==> src/rtl/mem_port_arbiter.sv <==
// mem_port_arbiter: shares one single-ported memory between an instruction
// fetch port and a load/store port. Each transaction goes IDLE -> ACCESS ->
// WAIT -> IDLE. LATENCY is the number of cycles from mem_en to valid
// mem_rdata (1..7).
// Optional feature macro: ARB_ROUND_ROBIN_EN. When it is defined, simultaneous
// requests alternate between the two ports. When it is not defined, the data
// port always wins.
module mem_port_arbiter #(
    parameter int LATENCY = 2
) (
    input  logic        clk,
    input  logic        reset,
    input  logic        if_req,
    input  logic [31:0] if_addr,
    output logic        if_gnt,
    output logic        if_rvalid,
    output logic [31:0] if_rdata,
    input  logic        d_req,
    input  logic        d_we,
    input  logic [31:0] d_addr,
    input  logic [31:0] d_wdata,
    output logic        d_gnt,
    output logic        d_rvalid,
    output logic [31:0] d_rdata,
    output logic        mem_en,
    output logic        mem_we,
    output logic [31:0] mem_addr,
    output logic [31:0] mem_wdata,
    input  logic [31:0] mem_rdata,
    output logic        busy
);

    localparam logic [2:0] LAT_C = 3'(LATENCY);

    typedef enum logic [1:0] {
        IDLE   = 2'd0,
        ACCESS = 2'd1,
        WAIT   = 2'd2
    } state_t;

    state_t      state_r;
    state_t      stateNext_s;
    logic [2:0]  cnt_r;
    logic        anyReq_s;
    logic        selData_s;
    logic        lastDone_s;
    logic        ownerData_r;
    logic        we_r;
    logic [31:0] addr_r;
    logic [31:0] wdata_r;
    logic        ifGnt_r;
    logic        dGnt_r;
    logic        ifRvalid_r;
    logic        dRvalid_r;
    logic [31:0] ifRdata_r;
    logic [31:0] dRdata_r;
    logic        memEn_r;
    logic        memWe_r;

    assign anyReq_s   = if_req | d_req;
    assign lastDone_s = (state_r == WAIT) && (cnt_r == LAT_C);

`ifdef ARB_ROUND_ROBIN_EN
    logic lastOwner_r;  // 1 = data port owned the most recent access

    // Remember which port was selected last so that contention alternates.
    always_ff @(posedge clk or posedge reset) begin
        if (reset) begin
            lastOwner_r <= 1'b0;
        end else if ((state_r == IDLE) && anyReq_s) begin
            lastOwner_r <= selData_s;
        end
    end

    // Owner choice: under contention, give the access to the port that did not own the last one.
    always_comb begin
        selData_s = 1'b0;
        if (d_req && if_req) begin
            selData_s = ~lastOwner_r;
        end else if (d_req) begin
            selData_s = 1'b1;
        end else begin
            selData_s = 1'b0;
        end
    end
`else
    // Owner choice: the data port always beats instruction fetch.
    always_comb begin
        selData_s = 1'b0;
        if (d_req) begin
            selData_s = 1'b1;
        end else begin
            selData_s = 1'b0;
        end
    end
`endif

    // State register.
    always_ff @(posedge clk or posedge reset) begin
        if (reset) begin
            state_r <= IDLE;
        end else begin
            state_r <= stateNext_s;
        end
    end

    // Next-state logic. A request that is withdrawn before IDLE samples it is never seen.
    always_comb begin
        stateNext_s = state_r;
        case (state_r)
            IDLE: begin
                if (anyReq_s) begin
                    stateNext_s = ACCESS;
                end else begin
                    stateNext_s = IDLE;
                end
            end
            ACCESS: stateNext_s = WAIT;
            WAIT: begin
                if (lastDone_s) begin
                    stateNext_s = IDLE;
                end else begin
                    stateNext_s = WAIT;
                end
            end
            default: stateNext_s = IDLE;
        endcase
    end

    // Datapath: latch the request, time the memory latency, and register every output pulse and data word.
    always_ff @(posedge clk or posedge reset) begin
        if (reset) begin
            cnt_r       <= 3'd0;
            ownerData_r <= 1'b0;
            we_r        <= 1'b0;
            addr_r      <= 32'd0;
            wdata_r     <= 32'd0;
            ifGnt_r     <= 1'b0;
            dGnt_r      <= 1'b0;
            ifRvalid_r  <= 1'b0;
            dRvalid_r   <= 1'b0;
            ifRdata_r   <= 32'd0;
            dRdata_r    <= 32'd0;
            memEn_r     <= 1'b0;
            memWe_r     <= 1'b0;
        end else begin
            if ((state_r == IDLE) && anyReq_s) begin
                ownerData_r <= selData_s;
                we_r        <= selData_s & d_we;
                addr_r      <= selData_s ? d_addr : if_addr;
                wdata_r     <= selData_s ? d_wdata : 32'd0;
            end

            // The counter is 1 in the first WAIT cycle, so it equals LATENCY in the cycle where the data is valid.
            if (state_r == ACCESS) begin
                cnt_r <= 3'd1;
            end else if (state_r == WAIT) begin
                cnt_r <= cnt_r + 3'd1;
            end else begin
                cnt_r <= 3'd0;
            end

            memEn_r <= (stateNext_s == ACCESS);
            memWe_r <= (stateNext_s == ACCESS) && selData_s && d_we;
            ifGnt_r <= (stateNext_s == ACCESS) && !selData_s;
            dGnt_r  <= (stateNext_s == ACCESS) && selData_s;

            ifRvalid_r <= lastDone_s && !ownerData_r;
            dRvalid_r  <= lastDone_s && ownerData_r;
            if (lastDone_s && !ownerData_r) begin
                ifRdata_r <= mem_rdata;
            end
            // A store completes with a valid pulse, but d_rdata keeps its old contents.
            if (lastDone_s && ownerData_r && !we_r) begin
                dRdata_r <= mem_rdata;
            end
        end
    end

    assign if_gnt    = ifGnt_r;
    assign d_gnt     = dGnt_r;
    assign if_rvalid = ifRvalid_r;
    assign d_rvalid  = dRvalid_r;
    assign if_rdata  = ifRdata_r;
    assign d_rdata   = dRdata_r;
    assign mem_en    = memEn_r;
    assign mem_we    = memWe_r;
    assign mem_addr  = addr_r;
    assign mem_wdata = wdata_r;
    assign busy      = (state_r != IDLE);

endmodule

==> config.mk <==
export PLATFORM = sky130hd
export DESIGN_NAME = mem_port_arbiter
export DESIGN_NICKNAME = d
export VERILOG_FILES = /design/src/rtl/mem_port_arbiter.sv
export SDC_FILE = /design/constraint.sdc
export NUM_CORES = 1
export LEC_CHECK = 0
export CAP_MARGIN = 10
export CORE_MARGIN = 3
export CORE_UTILIZATION = 45
export DETAILED_ROUTE_END_ITERATION = 6
export GPL_TIMING_DRIVEN = 0
export PLACE_DENSITY = 0.94
export SETUP_SLACK_MARGIN = 0.05
export SLEW_MARGIN = 30
export SYNTH_ARGS = -nofsm -noshare
export SYNTH_HDL_FRONTEND = slang
export SYNTH_SLANG_ARGS = --single-unit
==> constraint.sdc <==
create_clock -name clk -period 14.4 [get_ports clk]
set_input_delay 2.88 -clock clk [delete_from_list [all_inputs] [get_ports clk]]
set_output_delay 2.88 -clock clk [all_outputs]
set_load 0.02 [all_outputs]
Word-level counts from Yosys, hierarchy flattened
Index checks and enable logic that the tools add are counted.
- muxes and demuxes: 8
- eq/ne operators: 4
- reductions and logical operators: 13
- add/subtract/negate cells: 1
- bitwise operators: 2
- operator list (cell ; number):
    two-way mux 32 bit ; 2
    logical AND 1 bit ; 8
    two-way mux 3 bit ; 2
    case mux 2 bit (3 select lines) ; 1
    equality test 2 x 1 -> 1 bit, second input constant ; 2
    adder 3 x 1 -> 3 bit, second input constant ; 1
    equality test 3 x 2 -> 1 bit, second input constant ; 1
    logical NOT 1 bit ; 3
    equality test 2 bit, second input constant ; 1
    logical NOT 2 bit ; 1
    two-way mux 1 bit ; 2
    two-way mux 2 bit ; 1
    nonzero test 2 bit ; 1
    AND 1 bit ; 1
    bitwise OR 1 bit ; 1
- flip-flop bits (word level): 141
- output and inout port bits: 135
- input port bits: 133

Longest topological paths before layout
- depth after elaboration: 7
- mapped depth: 7
- depth with buffers taken out: 5

Least setup slack after synthesis
No wires, ideal clock.
- path kind: input port to flip-flop
- from: input port d_req
- to: register addr_r[24], in the netlist mem_addr[24]
- cell stages on the path: 4
- data required time: 14.272 ns
- slack: 10.372 ns
- data arrival time: 3.901 ns
- path buffers: 2
- library setup time: 0.128 ns
- path through: buf_2 -> buf_2 -> mux2_2 -> mux2_1
- longest elaborated chain between the ends: 2
- RTL lines (what ; line ; RTL):
    start, declared ; 18 ; input logic d_req,
    two-way mux 1 bit or bitwise OR 1 bit (tied branches) ; 90, 60 ;
    two-way mux 32 bit or logical AND 1 bit (tied branches) ; 150, 147 ;
    end signal, assigned ; 150 ; addr_r <= selData_s ? d_addr : if_addr;
    end, declared ; 49 ; logic [31:0] addr_r;
Several ways; a longest one is shown, not always the timed one.
A chain may end at the register's enable or synchronous reset.

Final worst setup path
- from: register state_r[0]
- to: output port busy
- longest elaborated chain between the ends: 1
- RTL lines (what ; line ; RTL):
    start, declared ; 41 ; state_t state_r;
    start signal, assigned ; 103 ; state_r <= stateNext_s;
    nonzero test 2 bit ; 190 ; assign busy = (state_r != IDLE);
    end, declared ; 30 ; output logic busy
No other way between the ends.

==> metrics.txt <==
final worst path period share=between 30% and 40%; worst-margin pin slew=roughly 0.46 ns; design area=9390 sq um; starting density of the core=between 40% and 50%; Critical Path RT=11.52 ns; layout cells sized above 1=between 20% and 30%; Synth Cell Area=approximately 6000 sq um; clk_skew=around 0.0070 ns; worst path arrival time=about 1.7 ns; CTS-repair resized insts=0; Top FF cell, synth=dfrtp_1; I/O Buffers=~270; CTS buffer count=17; Max Clk Rate=roughly 220 MHz; fill count=817; count leader, synth=dfrtp_1; core area=12700 sq um; hpwl dp=between 10000 and 15000 um; total negative slack=0 ns; Commonest cells post-synth=dfrtp_1, mux2_2, mux2_4, a22o_1, buf_2; first-pass GRT wire length=between 20000 and 30000 um; Slew Limit Fails=0; H-tree level count=4; Area Growth Syn to Fin=60.3%; Congestion Overflow GR=0; top cell type's share of synthesized area=between 60% and 70%; fin worst setup slack=between 9 and 10 ns; pin count of the biggest net entering global routing=between 80 and 90; Seq. cell area=about 3500 sq um; routed via count=slightly above 4000; initial antenna violation count=0; nets@finish=770; Startpoint Class=flip-flop; ranking of synthesized cells by area=dfrtp_1, mux2_4, mux2_2; DIE HEIGHT=roughly 120 um; Reg clk slew, reported paths=~0.060 ns; register area share after synthesis=roughly three fifths; Synth Instances=about 350; post-place setup slack=~10 ns; PwrDens=233 nW/um^2; Leak Pwr=approximately 4.2 nW; hold violation count in the final report=0; register bit total from synthesis=roughly 140; vias per cell=5.03; global-route usage over all layers=roughly 23%; crit path max fanout=5; Hold WC Path Type=reg -> reg; CTS tree=yes; final wirelength=16300 um; Async SR Flop Fraction=between 90% and 100%; relative slew slack=a little under 70%; clock sinks=141; Setup Viol. Count Final=0; Multi-input gate area=~2100 sq um; syn nets=~480; VDD IR max=~0.13 mV; Mean Syn Cell Area=16.8 sq um; RSZ-0062 raised after global routing=no; initial DRC count=approximately 260; setup bufs post-CTS=0; Post-synth EDFFs=0; num ports=268; DRC=0; CTS root buf=clkbuf_16; 1st-pass router iterations=4; post-place instance area=between 8000 and 9000 sq um; Overall Power=about 2.2 mW; Routed Antenna Nets=0; max-cap viol count=0; Tmin final=around 4.6 ns; vias in the first global route=between 4000 and 5000; nature of the critical path endpoint=primary output; Synth area leader=dfrtp_1; gpl congestion=a little under 0.8; WL/cell=between 15 and 20 um; Distinct cells, synth=28; CTS Hold Bufs=0; Ant. Diodes=0; Clock Path Buffers=2; worst hold slack=just under 0.5 ns; Clock Latency Late Sink=0.41 ns; Crit Path Category=reg -> out; die width=120 um; Yosys warnings=0; Die ar.=14400 sq um; outcome=complete, no violations; Row Count=41
cells in the final DEF, fill, tap and decap left out, types with 3 or more instances in the layout:
master,count
clkbuf_8,3
clkinv_2,3
buf_4,3
bufinv_16,4
dfrtp_1,141
inv_1,3
clkbuf_16,17
buf_12,3
mux2_4,59
clkdlybuf4s50_1,266
a22o_1,32
mux2_1,5
buf_2,8
clkbuf_1,7
mux2_2,64
nor2_1,3
buf_6,4
path summary, 6_finish.rpt:
| check | end | start | slack [ns] | cells past startpoint |
|---|---|---|---|---|
| worst max register to register | if_rdata[15] | cnt_r[0] | 12.58 | 7 |
| min in group asynchronous | d_rdata[16] | reset | 2.89 | 2 |
| worst min register to register | we_r | we_r | 0.49 | 1 |
| worst min-delay path | we_r | we_r | 0.49 | 1 |
| max in group asynchronous | mem_wdata[19] | reset | 10.75 | 3 |
| worst max-delay path | busy | state_r[0] | 9.80 | 3 |
cells by family (layout without fill, tap and decap cells):
family	after synthesis	count (layout)	synth area share, %
xor+xnor	1	1	0.150
fa+ha+maj	2	2	0.427
mux	128	128	28.4
buf+inv	26	324	3.38
flops	141	141	60.2
simple gates	14	14	1.92
compound gates	37	37	5.49
report_power, final:
group	switching, mW	leakage [nW]	total [mW]	internal [mW]
Clock	0.156	0.304	0.458	0.302
Combinational	0.461	2.14	1.02	0.562
Sequential	0.118	1.75	0.703	0.586
Total	0.734	4.19	2.18	1.45
flip-flops by register name, summed over array words and instances (netlist names):
name / count
ownerData_r: 1
if_rvalid: 1
mem_addr: 32
mem_we: 1
cnt_r: 3
if_rdata: 32
state_r: 2
mem_wdata: 32
we_r: 1
d_rdata: 32
d_gnt: 1
d_rvalid: 1
if_gnt: 1
mem_en: 1
stage by stage:
step | util, % | std cells
floorplan | - | 349
global placement | 68.9 | 787
detailed placement | 69.2 | 788
CTS | 74.1 | 819
global route | 74.1 | 819
finish | 74.1 | 819
critical path: stages, from the launching register on:
cell             delay (ns)
dfrtp_1                0.41
nor2_2                 0.27
inv_1                  0.08
clkdlybuf4s50_1        0.56
layout make-up:
type | instances | share of cell area (%)
Clock buffer | 24 | 5.13
Sequential cell | 141 | 37.6
Clock inverter | 7 | 1.44
Inverter | 5 | 0.280
Buffer | 21 | 1.91
Timing Repair Buffer | 267 | 28.7
Multi-Input combinational cell | 182 | 22.7
Tap cell | 172 | 2.29
metal layers:
| layer | share of wire (%) | GRT usage (%) | wire, um | vias to the layer above |
|---|---|---|---|---|
| li1 | - | - | - | 1827 |
| met1 | 37 | 25.0 | 6000 | 2076 |
| met2 | 54 | 41.9 | 8840 | 186 |
| met3 | 6.8 | 7.59 | 1100 | 28 |
| met4 | 1.9 | 8.02 | 314 | 0 |
| met5 | 0 | 0 | 0 | - |
No activity file was read; power rests on OpenSTA's default activity.
